===== src/rtl/aes_round_ctrl.sv =====
// AES round-sequencing controller for AES-128/192/256 (NK = 4/6/8), encrypt and decrypt.
// Optional abort input enabled by defining AES_CTRL_ABORT_EN.
module aes_round_ctrl #(
    parameter int NK = 4,
    parameter int RW = 4
) (
    input  logic          clk,
    input  logic          rst,
    input  logic          start,
    input  logic          decrypt,
`ifdef AES_CTRL_ABORT_EN
    input  logic          abort,
`endif
    output logic          busy,
    output logic          done,
    output logic [RW-1:0] round_idx,
    output logic          sel_text,
    output logic          sel_key,
    output logic          ld_text,
    output logic          ld_key,
    output logic          ld_expand,
    output logic          rk_we,
    output logic          ld_ark,
    output logic          ld_sub,
    output logic          ld_shift,
    output logic          ld_mix,
    output logic          inv
);

    localparam logic [RW-1:0] NR  = RW'(NK + 6);
    localparam logic [RW-1:0] ONE = RW'(1);

    typedef enum logic [3:0] {
        S_IDLE   = 4'd0,
        S_LOAD   = 4'd1,
        S_KEXP   = 4'd2,
        S_ARK0   = 4'd3,
        S_EKEY   = 4'd4,
        S_ESUB   = 4'd5,
        S_ESHIFT = 4'd6,
        S_EMIX   = 4'd7,
        S_EARK   = 4'd8,
        S_DSHIFT = 4'd9,
        S_DSUB   = 4'd10,
        S_DARK   = 4'd11,
        S_DMIX   = 4'd12,
        S_DONE   = 4'd13
    } state_t;

    state_t        state_q, state_d;
    logic [RW-1:0] cnt_q, cnt_d;
    logic          mode_q, mode_d;

    always_ff @(posedge clk or posedge rst) begin
        if (rst) begin
            state_q <= S_IDLE;
            cnt_q   <= '0;
            mode_q  <= 1'b0;
        end else begin
            state_q <= state_d;
            cnt_q   <= cnt_d;
            mode_q  <= mode_d;
        end
    end

    always_comb begin
        state_d = state_q;
        cnt_d   = cnt_q;
        mode_d  = mode_q;
        case (state_q)
            S_IDLE: begin
                if (start) begin
                    state_d = S_LOAD;
                    mode_d  = decrypt;
                    cnt_d   = '0;
                end
            end
            S_LOAD: begin
                if (mode_q) begin
                    state_d = S_KEXP;
                    cnt_d   = ONE;
                end else begin
                    state_d = S_ARK0;
                end
            end
            // Decrypt pre-expands the whole schedule so rounds can run in reverse order.
            S_KEXP: begin
                if (cnt_q == NR) begin
                    state_d = S_ARK0;
                    cnt_d   = NR;
                end else begin
                    cnt_d   = cnt_q + ONE;
                end
            end
            S_ARK0: begin
                if (mode_q) begin
                    state_d = S_DSHIFT;
                    cnt_d   = NR - ONE;
                end else begin
                    state_d = S_EKEY;
                    cnt_d   = ONE;
                end
            end
            S_EKEY:   state_d = S_ESUB;
            S_ESUB:   state_d = S_ESHIFT;
            S_ESHIFT: state_d = (cnt_q == NR) ? S_EARK : S_EMIX;
            S_EMIX:   state_d = S_EARK;
            S_EARK: begin
                if (cnt_q == NR) begin
                    state_d = S_DONE;
                end else begin
                    state_d = S_EKEY;
                    cnt_d   = cnt_q + ONE;
                end
            end
            S_DSHIFT: state_d = S_DSUB;
            S_DSUB:   state_d = S_DARK;
            S_DARK:   state_d = (cnt_q == '0) ? S_DONE : S_DMIX;
            S_DMIX: begin
                state_d = S_DSHIFT;
                cnt_d   = cnt_q - ONE;
            end
            S_DONE: begin
                state_d = S_IDLE;
                cnt_d   = '0;
            end
            default: begin
                state_d = S_IDLE;
                cnt_d   = '0;
                mode_d  = 1'b0;
            end
        endcase
`ifdef AES_CTRL_ABORT_EN
        if (abort && (state_q != S_IDLE)) begin
            state_d = S_IDLE;
            cnt_d   = '0;
        end
`endif
    end

    // Moore output decode; round_idx is only meaningful while a key-store access is strobed.
    always_comb begin
        busy      = 1'b0;
        done      = 1'b0;
        round_idx = '0;
        sel_text  = 1'b0;
        sel_key   = 1'b0;
        ld_text   = 1'b0;
        ld_key    = 1'b0;
        ld_expand = 1'b0;
        rk_we     = 1'b0;
        ld_ark    = 1'b0;
        ld_sub    = 1'b0;
        ld_shift  = 1'b0;
        ld_mix    = 1'b0;
        inv       = mode_q;
        case (state_q)
            S_IDLE: begin
            end
            S_LOAD: begin
                busy    = 1'b1;
                ld_text = 1'b1;
                ld_key  = 1'b1;
            end
            S_KEXP: begin
                busy      = 1'b1;
                ld_expand = 1'b1;
                rk_we     = 1'b1;
                round_idx = cnt_q;
            end
            S_ARK0: begin
                busy      = 1'b1;
                ld_ark    = 1'b1;
                round_idx = mode_q ? NR : '0;
            end
            S_EKEY: begin
                busy      = 1'b1;
                ld_expand = 1'b1;
                sel_key   = 1'b1;
                ld_key    = 1'b1;
            end
            S_ESUB, S_DSUB: begin
                busy   = 1'b1;
                ld_sub = 1'b1;
            end
            S_ESHIFT, S_DSHIFT: begin
                busy     = 1'b1;
                ld_shift = 1'b1;
            end
            S_EMIX, S_DMIX: begin
                busy   = 1'b1;
                ld_mix = 1'b1;
            end
            S_EARK, S_DARK: begin
                busy      = 1'b1;
                ld_ark    = 1'b1;
                sel_text  = 1'b1;
                ld_text   = 1'b1;
                round_idx = cnt_q;
            end
            S_DONE: begin
                busy = 1'b1;
                done = 1'b1;
            end
            default: begin
                inv = 1'b0;
            end
        endcase
    end

endmodule


===== config.mk =====
export PLATFORM = sky130hd
export DESIGN_NAME = aes_round_ctrl
export DESIGN_NICKNAME = d
export VERILOG_FILES = /design/src/rtl/aes_round_ctrl.sv
export SDC_FILE = /design/constraint.sdc
export NUM_CORES = 1
export LEC_CHECK = 0
export ABC_AREA = 1
export BUFFER_PORTS_ARGS = -buffer_cell sky130_fd_sc_hd__buf_4
export CAP_MARGIN = 0
export CORE_MARGIN = 2
export CORE_UTILIZATION = 59
export CTS_BUF_LIST = sky130_fd_sc_hd__clkbuf_8
export CTS_CLUSTER_DIAMETER = 40
export DETAILED_ROUTE_END_ITERATION = 12
export PLACE_DENSITY = 0.87
export SETUP_SLACK_MARGIN = 0.3
export SYNTH_ARGS = -nofsm -noshare
export SYNTH_HDL_FRONTEND = slang
export SYNTH_SLANG_ARGS = --single-unit

===== constraint.sdc =====
create_clock -name clk -period 4.2 [get_ports clk]
set_input_delay 0.21 -clock clk [delete_from_list [all_inputs] [get_ports clk]]
set_output_delay 0.21 -clock clk [all_outputs]
set_load 0.05 [all_outputs]

* After elaboration in Yosys (flattened, before gate mapping) *
Index checks and enable logic that the tools add are counted.

word-level totals
  flip-flop bits (word level) = 9
  input port bits = 4
  output and inout bits = 17
  logic and storage cells = 73

operators by class
  add/sub/neg operators = 2
  equality and inequality tests = 18
  multiplexer cells = 31
  bitwise gates (word level) = 2
  reduce and logical (&&, ||, !) cells = 17

operators by type and width
  kind                   count
  $pmux W4 S13           1
  $mux W4                11
  $eq A4 B4 Y1 const B   7
  $pmux W4 S7            1
  $eq A4 B3 Y1 const B   4
  $mux W1                16
  $reduce_or A14 Y1      1
  $reduce_or A13 Y1      1
  $reduce_or A2 Y1       6
  $reduce_or A3 Y1       3
  $eq A4 B2 Y1 const B   2
  $logic_not A4 Y1       2
  $ne A2 B2 Y1 const B   4
  $pmux W4 S2            1
  $reduce_or A7 Y1       1
  $add A4 B1 Y4 const B  1
  $eq A4 B1 Y1 const B   1
  $reduce_and A2 Y1      2
  $reduce_and A4 Y1      1
  $sub A4 B1 Y4 const B  1
  $not A1 Y1             2
  $pmux W1 S2            1

* Depth between registers and ports, before layout *
Gate-level depths: netlist (run 1).

  depth after elaboration = 4
  depth in mapped cells = 10
  depth with buffers taken out = 10

* Worst setup path before layout (run 1) *
OpenSTA, ideal clock, no wires.

  path type = flip-flop to output port
  start point = register state_q[2]
  end point = output round_idx[1]
  data arrival time = 2068 ps
  data required time = 3990 ps
  path slack = 1922 ps
  cell stages (with the launch flop) = 6
  buffers on the path = 0
  cells stage by stage = dfrtp_1 -> nor2_1 -> nand2_2 -> nand2_1 -> nor2_1 -> o21ai_0

between the ends
  longest elaborated chain between the ends = 3
  elaborated cells between the ends (all ways) = 6
  those cells by class = eq/ne (4); mux (1); reduce/logical (1)

RTL lines
  element                                       RTL line  text
  from (decl)                                   50        state_t state_q, state_d;
  from (signal assigned)                        60        state_q <= state_d;
  $eq A4 B4 Y1 or $eq A4 B2 Y1 (tied branches)  157       case (state_q)
  $reduce_or A3 Y1 (no line)                    -
  $pmux W4 S2 *                                 157
  to (decl)                                     16        output logic [RW-1:0] round_idx,

Every way passes the cells marked *; elsewhere a longest branch is shown, timed or not.

* Worst setup path after layout (run 1) *
  start point = register state_q[2]
  end point = output round_idx[3]

Same word-level chain as after synthesis.

==> results of run 1 <==
[Yosys cell counts (all sizes together)]
cell type / instances / share of area
nand3b: 1 / 0.0085
o211ai: 1 / 0.0085
nand3: 10 / 0.056
o31ai: 1 / 0.0085
nand2: 59 / 0.26
a21oi: 2 / 0.011
o21ai: 7 / 0.039
nor3: 2 / 0.011
a211oi: 1 / 0.0085
xor2: 2 / 0.020
dfrtp: 9 / 0.25
ha: 4 / 0.056
nor2: 23 / 0.12
nand4: 1 / 0.0070
inv: 25 / 0.11
o22ai: 1 / 0.0070
buf: 1 / 0.0085
o2111ai: 1 / 0.0099
[cells in the final DEF, fill, tap and decap left out]
cell	synthesis	routed
buf_4	1	20
nand3_1	10	10
inv_2	5	5
o21ai_0	6	6
dlygate4sd3_1	0	1
ha_1	4	4
dfrtp_1	9	9
a211oi_1	1	1
o211ai_1	1	1
inv_1	20	21
nand4_1	1	1
nand2_2	5	5
nand3b_1	1	1
o21ai_1	1	1
xor2_1	2	2
clkbuf_8	0	3
nor2_1	18	18
nand2_1	54	54
nor2_4	1	1
o31ai_1	1	1
nor3_1	2	2
o2111ai_1	1	1
a21oi_1	2	2
nor2_2	4	4
o22ai_1	1	1
[critical path, stage by stage, from the launching register on]
cell and delay, ns:
dfrtp_1 0.46, nor2_1 0.35, nand2_2 0.16, nand2_1 0.12
nor2_1 0.07, o21ai_1 0.16, buf_4 0.22
[cell families (layout without fill, tap and decap cells)]
logic type / after synthesis / count (layout) / synth area share
compound gates: 14 / 14 / 0.0930
simple gates: 96 / 96 / 0.463
buf+inv: 26 / 50 / 0.114
flops: 9 / 9 / 0.254
fa+ha+maj: 4 / 4 / 0.0563
xor+xnor: 2 / 2 / 0.0197
[per-layer routing]
layer  routed length [um]  vias up
li1                     -      514
met1                 1040      455
met2                 1060       70
met3                  179       12
met4                   63        0
met5                    0        -
[final cells by class]
type                    instances  area (sq um)
repair buffers                 21           160
flip-flops and latches          9           225
multi-input cells             116           562
well taps                      16          20.0
inverters                      25          93.8
clock buffers                   3          41.3
fillers                       121           348
clock inverters                 1          3.75
[worst min path at each step]
| stage | startpoint | end | slack [ns] | depth (start not counted) |
|---|---|---|---|---|
| 2_1_floorplan | rst | cnt_q[0] | 0.04 | 1 |
| 3_3_place_gp | rst | cnt_q[3] | 0.19 | 2 |
| 3_5_place_dp | rst | cnt_q[3] | 0.19 | 2 |
| 4_1_cts | decrypt | mode_q | 0.23 | 3 |
| 5_1_grt | decrypt | mode_q | 0.24 | 3 |
| 6_report | decrypt | mode_q | 0.22 | 3 |
[stage by stage]
stage / worst slack [ns] / hold WS [ns] / std cells
after global placement: 2.58 / 0.190 / 186
final: 2.23 / 0.225 / 191
after detailed placement: 2.53 / 0.194 / 186
after global routing: 2.13 / 0.240 / 191
after floorplan: 1.92 / 0.0379 / 151
after CTS: 2.27 / 0.230 / 191
[power groups by stage]
stage / Sequential [mW] / Combinational [mW] / Clock (mW)
floorplan: 0.159 / 0.537 / 0
global placement: 0.174 / 0.683 / 0
detailed placement: 0.176 / 0.694 / 0
CTS: 0.175 / 0.697 / 0.0979
global route: 0.184 / 0.762 / 0.102
finish: 0.179 / 0.703 / 0.0946
[sequential cells by signal, summed over array words and instances, names as in the netlist]
name / count
mode_q: 1
cnt_q: 4
state_q: 4
[repair_timing]
action | CTS | global route
hold buffers | 1 | 0
endpoints found under the setup margin | 0 | 0
hold endpoints to repair | 9 | 0
==> run summary, run 1 <==
outcome - completed
reg-to-reg endpoint - cnt_q[0]
All-Layer GR Usage - 0.267
CP max FO - 6
Post-CTS Setup Bufs - 0
final setup fails - 0
initial antenna violation count - 0
final period utilization - 0.468
number of vias per cell - 5.50
placed inst area - 0.00105 sq mm
worst path required time - 3.99 ns
Syn Area/Cell - 5.88 sq um
Detail Route Antenna Nets - 0
fin util - 0.761
Mapped Area - 888 sq um
# rows - 14
CTS tree - built
R2R depth - 9
#FFs+latches synth - 9
PD cells - 883 mW/mm^2
Iter 0 DRT Violations - 68
Internal - 0.384 mW
Fin Clk Skew - 0.00606 ns
post-detail-place hpwl - 1910 um
Die Wd - 42.8 um
Final Hold Violating Endpoints - 0
Remaining DRCs - 0
Core Area - 0.00145 sq mm
GR Util met3 - 0.0298
Period minus WS final - 1.97 ns
Worst VDD drop - 0.720 mV
Critical path origin - state_q[2]
gr ovfl total - 0
Seq pwr share - 0.184
Via Count - 1,051
first-pass GRT wire length - 3770 um
Slew @ Worst Pin - 0.365 ns
Clk pwr share - 0.097
Worst Path Arrival - 1.76 ns
final instance area - 0.00111 sq mm
wirelength, routed - 2340 um
critical setup path kind - reg -> out
quantity of gates resized following cts - 0
Num CTS Buffers - 3
vias in the first global route - 947
Syn Inst Count - 151
PortBufs - 20
end of the critical path - round_idx[3]
1st-pass router iterations - 4
most crowded layer after global routing - met2
Hold WC Path Type - in -> reg
largest net degree at the start of global routing - 10
worst skew pair latency - 0.23 ns
RSZ-0062 raised after global routing - no
Final #Nets - 184
Initial Util - 0.611
R2R Path Start - cnt_q[0]
sequential area share after synthesis - 0.254
Routed WL per cell - 12.3 um
clock-pin slew on the worst setup and hold paths - 0.05 ns
Design Power - 0.977 mW
M1 GR Usage - 0.364
setup tns final - 0 ns
Bufs on Longest Clock Path - 2
CTS H-tree lvls - 1
root buf cell - clkbuf_8
startpoint types - register
clock sink count - 9
met2 Usage GRT - 0.415
relative slew slack - 0.756
Area Growth Syn to Fin - 24.5%
endpoint class of the critical path - primary output
Combinational Power Share - 0.720
Die H - 42.8 um
switching pwr - 0.593 mW
Yosys warning count - 0
Max Cap Violations - 0
Leak - 0.703 nW
Inserted Diodes - 0
Synth cell types - 23
Die Footprint - 0.00183 sq mm
I/O pin total - 21
share of cells above drive strength 1 - 0.217
f_max - 0.508 GHz
sw frac - 0.607
RD Place Congestion - 0.926
reg2reg setup slack - 2.54 ns
syn nets - 159
Pins Over Slew Limit - 0
(Power assumes the default switching activity.)
==> run 2: changes to the inputs <==
--- a/config.mk
+++ b/config.mk
@@ -9,11 +9,11 @@
 export BUFFER_PORTS_ARGS = -buffer_cell sky130_fd_sc_hd__buf_4
 export CAP_MARGIN = 0
 export CORE_MARGIN = 2
-export CORE_UTILIZATION = 59
+export CORE_UTILIZATION = 49
 export CTS_BUF_LIST = sky130_fd_sc_hd__clkbuf_8
 export CTS_CLUSTER_DIAMETER = 40
 export DETAILED_ROUTE_END_ITERATION = 12
-export PLACE_DENSITY = 0.87
+export PLACE_DENSITY = 0.77
 export SETUP_SLACK_MARGIN = 0.3
 export SYNTH_ARGS = -nofsm -noshare
 export SYNTH_HDL_FRONTEND = slang
==> constraint.sdc (replaced) <==
create_clock -name clk -period 1.7 [get_ports clk]
set_input_delay 0.085 -clock clk [delete_from_list [all_inputs] [get_ports clk]]
set_output_delay 0.085 -clock clk [all_outputs]
set_load 0.05 [all_outputs]
==> run 2 against run 1 <==
Compared with the run above: the flow now stops in 5_1_grt; synthesized cell count unchanged; area after synthesis unchanged.
==> run summary, run 2 <==
CTS H-tree lvls - 1 (unchanged)
I/O pin total - 21 (unchanged)
Commonest cells post-synth - nand2_1 (54), inv_1 (20), nor2_1 (18), nand3_1 (10), dfrtp_1 (9)
RD Place Congestion - 0.855 (-7.7%)
halt point of the flow - 5_1_grt
PortBufs - 20 (unchanged)
Synth Flop Type - dfrtp_1
worst endpoint after global-route timing repair - cnt_q[2]$_DFFE_PP0P_/D
largest family of logic cells by synthesized area - simple AND/OR/NAND/NOR gates
error msg - [ERROR DPL-0038] Utilization greater than 100%, impossible to legalize
# rows - 15 (+1)
Syn Inst Count - 151 (unchanged)
Synth top area share - 0.254 (unchanged)
Yosys top cell by area - dfrtp_1
most numerous cell in the Yosys netlist - nand2_1
Die Wd - 46.6 um (+8.8%)
FFs w/ async S/R, synth - 1.00 (unchanged)
Synth Area in Adders - 0.0563 (unchanged)
post-detail-place hpwl - 1890 um (-0.93%)
Post-synth EDFFs - 0 (unchanged)
syn nets - 159 (unchanged)
Die H - 46.6 um (+8.8%)
largest net degree at the start of global routing - 10
largest cells by area after synthesis - dfrtp_1 (25%), nand2_1 (23%), inv_1 (8.5%)
sequential area share after synthesis - 0.254 (unchanged)
Compound-Gate Fraction of Synth Area - 0.0930 (unchanged)
Yosys warning count - 0 (unchanged)
Syn Area/Cell - 5.88 sq um (unchanged)
multiplexer area fraction after synthesis - 0 (unchanged)
root buf cell - clkbuf_8
Synth cell types - 23 (unchanged)
clock sink count - 9 (unchanged)
Num CTS Buffers - 3 (unchanged)
xor/xnor share of the synthesized area - 0.0197 (unchanged)
Mapped Area - 888 sq um (unchanged)
#FFs+latches synth - 9 (unchanged)
simple-gate portion of the synthesized area - 0.463 (unchanged)
Initial Util - 0.520 (-0.0909)
outcome - aborted with a tool error
Bufs on Longest Clock Path - 2 (unchanged)
worst ep type - register input
## run 2: cell counts after synthesis
Identical to the previous run, type by type.
## run 2: logic make-up after synthesis
| logic type | count (synthesis) |
|---|---|
| AOI/OAI and AO/OA | 14 |
| xor gates and xnor gates | 2 |
| adders and majority gates | 4 |
| buffers and inverters | 26 |
| DFF | 9 |
| and+or+nand+nor | 96 |
## run 2: timing repair
| action | 4_1_cts |
|---|---|
| buffers inserted | 14 |
| endpoints found under the hold margin | 9 |
| pin swaps | 12 |
| resized for setup | 51 |
| setup endpoints to repair | 22 |
| hold buffers | 1 |
## run 2: through the flow
step,std cells,area (sq um),setup WS (ns),hold slack [ns],util
floorplan,151,940,0.252,-0.0871,-
global placement,197,1130,0.210,0.0678,0.661
detailed placement,197,1130,0.145,0.0712,0.661
CTS,216,1460,0.118,0.0920,0.853
==> run 3: changes to the inputs <==
==> config.mk (replaced) <==
export PLATFORM = sky130hd
export DESIGN_NAME = aes_round_ctrl
export DESIGN_NICKNAME = d
export VERILOG_FILES = /design/src/rtl/aes_round_ctrl.sv
export SDC_FILE = /design/constraint.sdc
export NUM_CORES = 1
export LEC_CHECK = 0
export ABC_AREA = 1
export BUFFER_PORTS_ARGS = -buffer_cell sky130_fd_sc_hd__buf_4
export CAP_MARGIN = 0
export CORE_AREA = 2 2 63 65
export DETAILED_ROUTE_END_ITERATION = 12
export DIE_AREA = 0 0 65 67
export PLACE_DENSITY_LB_ADDON = 0.15
export SYNTH_ARGS = -nofsm -noshare
export SYNTH_HDL_FRONTEND = slang
export SYNTH_SLANG_ARGS = --single-unit
==> constraint.sdc (replaced) <==
create_clock -name clk -period 2.2 [get_ports clk]
set_input_delay 0.11 -clock clk [delete_from_list [all_inputs] [get_ports clk]]
set_output_delay 0.11 -clock clk [all_outputs]
set_load 0.05 [all_outputs]
==> run 3 against run 2 <==
Compared with the run above: the flow now finishes without violations.
==> run summary, run 3 (same netlist as run 1, synthesis figures left out) <==
Critical path origin - state_q[2]
Core Area - 0.00361 sq mm
Seq pwr share - 0.182
Hold WC Path Type - in -> reg
post-detail-place hpwl - 2010 um (+6.0%)
Clk pwr share - 0.102
Die Footprint - 0.00436 sq mm
Design Power - 1.85 mW
most frequent cells in the layout - nand2_1 (54), inv_1 (20), buf_4 (20)
commonest non-fill, non-tap cell in the layout - nand2_1
Initial Util - 0.246 (-0.274)
Remaining DRCs - 0
# rows - 22 (+7)
Area Growth Syn to Fin - 29.0%
number of vias per cell - 4.53
RSZ-0062 raised after global routing - no
Post-CTS Setup Bufs - 0 (-14)
Fin Clk Skew - 0.00707 ns
All-Layer GR Usage - 0.122
Internal - 0.739 mW
PortBufs - 20 (unchanged)
Worst Path Arrival - 1.81 ns
Setup WS pre-CTS - 0.532 ns (+0.387 ns)
Die H - 67 um (+44%)
Final Instance Count excl. Fillers - 223
worst skew pair latency - 0.23 ns
clock-pin slew on the worst setup and hold paths - 0.05 ns
Iter 0 DRT Violations - 54
first-pass GRT wire length - 4090 um
Max Cap Violations - 0
largest net degree at the start of global routing - 10
Leak - 0.699 nW
Num CTS Buffers - 3 (unchanged)
initial antenna violation count - 0
Via Count - 1,011
final period utilization - 0.873
Period minus WS final - 1.92 ns
RD Place Congestion - 0.866 (+1.3%)
critical setup path kind - reg -> out
CP max FO - 6
root buf cell - clkbuf_8
area of the multi-input gates - 562 sq um
register area - 225 sq um
FILL cells - 411
1st-pass router iterations - 4
PD cells - 1620 mW/mm^2
sw frac - 0.601
CTS tree - built
quantity of gates resized following cts - 0 (-100%)
worst path required time - 2.09 ns
gr ovfl total - 0
switching pwr - 1.11 mW
Final Hold Violating Endpoints - 0
CTS H-tree lvls - 1 (unchanged)
endpoint class of the critical path - primary output
hold_ws - 0.119 ns
relative slew slack - 0.703
setup tns final - 0 ns
share of cells above drive strength 1 - 0.217
Worst VDD drop - 0.678 mV
Pins Over Slew Limit - 0
Combinational Power Share - 0.716
wirelength, routed - 2420 um
vias in the first global route - 939
final setup fails - 0
Largest regs - cnt_q x4, state_q x4, mode_q x1
clock sink count - 9 (unchanged)
R2R Path Start - cnt_q[0]
Bufs on Longest Clock Path - 2 (unchanged)
Inserted Diodes - 0
Detail Route Antenna Nets - 0
Die Wd - 65 um (+40%)
Final #Nets - 184
I/O pin total - 21 (unchanged)
Routed WL per cell - 10.9 um
outcome - completed
startpoint types - register
DP Cell Count - 218 (+11%)
f_max - 0.521 GHz
hold wc startpoint - decrypt
Final Worst Setup Slack - 0.280 ns
Slew @ Worst Pin - 0.444 ns
run 3: final timing paths:
kind | end | slack [ns] | cells after the start
hold / removal | mode_q | 0.12 | 3
setup / recovery | round_idx[1] | 0.28 | 6
setup reg to reg | state_q[2] | 0.58 | 7
min in group asynchronous | mode_q | 0.42 | 3
max in group asynchronous | state_q[3] | 1.50 | 3
hold reg to reg | mode_q | 0.56 | 2
run 3: cell type report:
type                            instances  share of cell area
Multi-Input combinational cell        116               0.490
Sequential cell                         9               0.197
Timing Repair Buffer                   21               0.140
Inverter                               25              0.0819
Tap cell                               48              0.0524
Clock buffer                            4              0.0393
run 3: worst max-delay path, cell delays in order, from the launching register on:
cell and delay, ns:
dfrtp_1 0.44, nor2_1 0.40, nand2_2 0.17, nand2_1 0.11, nor2_1 0.07, o21ai_0 0.17
buf_4 0.22
run 3: through the flow:
stage                     cell area [sq um]  utilization
after CTS                              1150        0.318
after floorplan                         888            -
after detailed placement               1090        0.303
after global placement                 1090        0.303
final                                  1150        0.318
after global routing                   1150        0.318
run 3: repair_timing:
action / CTS / global route
hold buffers: 1 / 0
hold endpoints to repair: 9 / 0
endpoints found under the setup margin: 0 / 0
run 3: power groups by stage:
stage	Clock (mW)	Sequential [mW]	Combinational [mW]
floorplan	0	0.304	1.02
global placement	0	0.339	1.35
detailed placement	0	0.338	1.33
CTS	0.194	0.336	1.33
global route	0.207	0.348	1.46
finish	0.188	0.337	1.33
run 3: metal layers:
metal	part of all wire	vias to the layer above	track usage	wire length, um
met1	0.49	454	0.164	1180
met4	0.012	0	0.0399	30
li1	-	515	-	-
met3	0.051	5	0.0152	124
met5	0	-	0	0
met2	0.45	37	0.201	1090
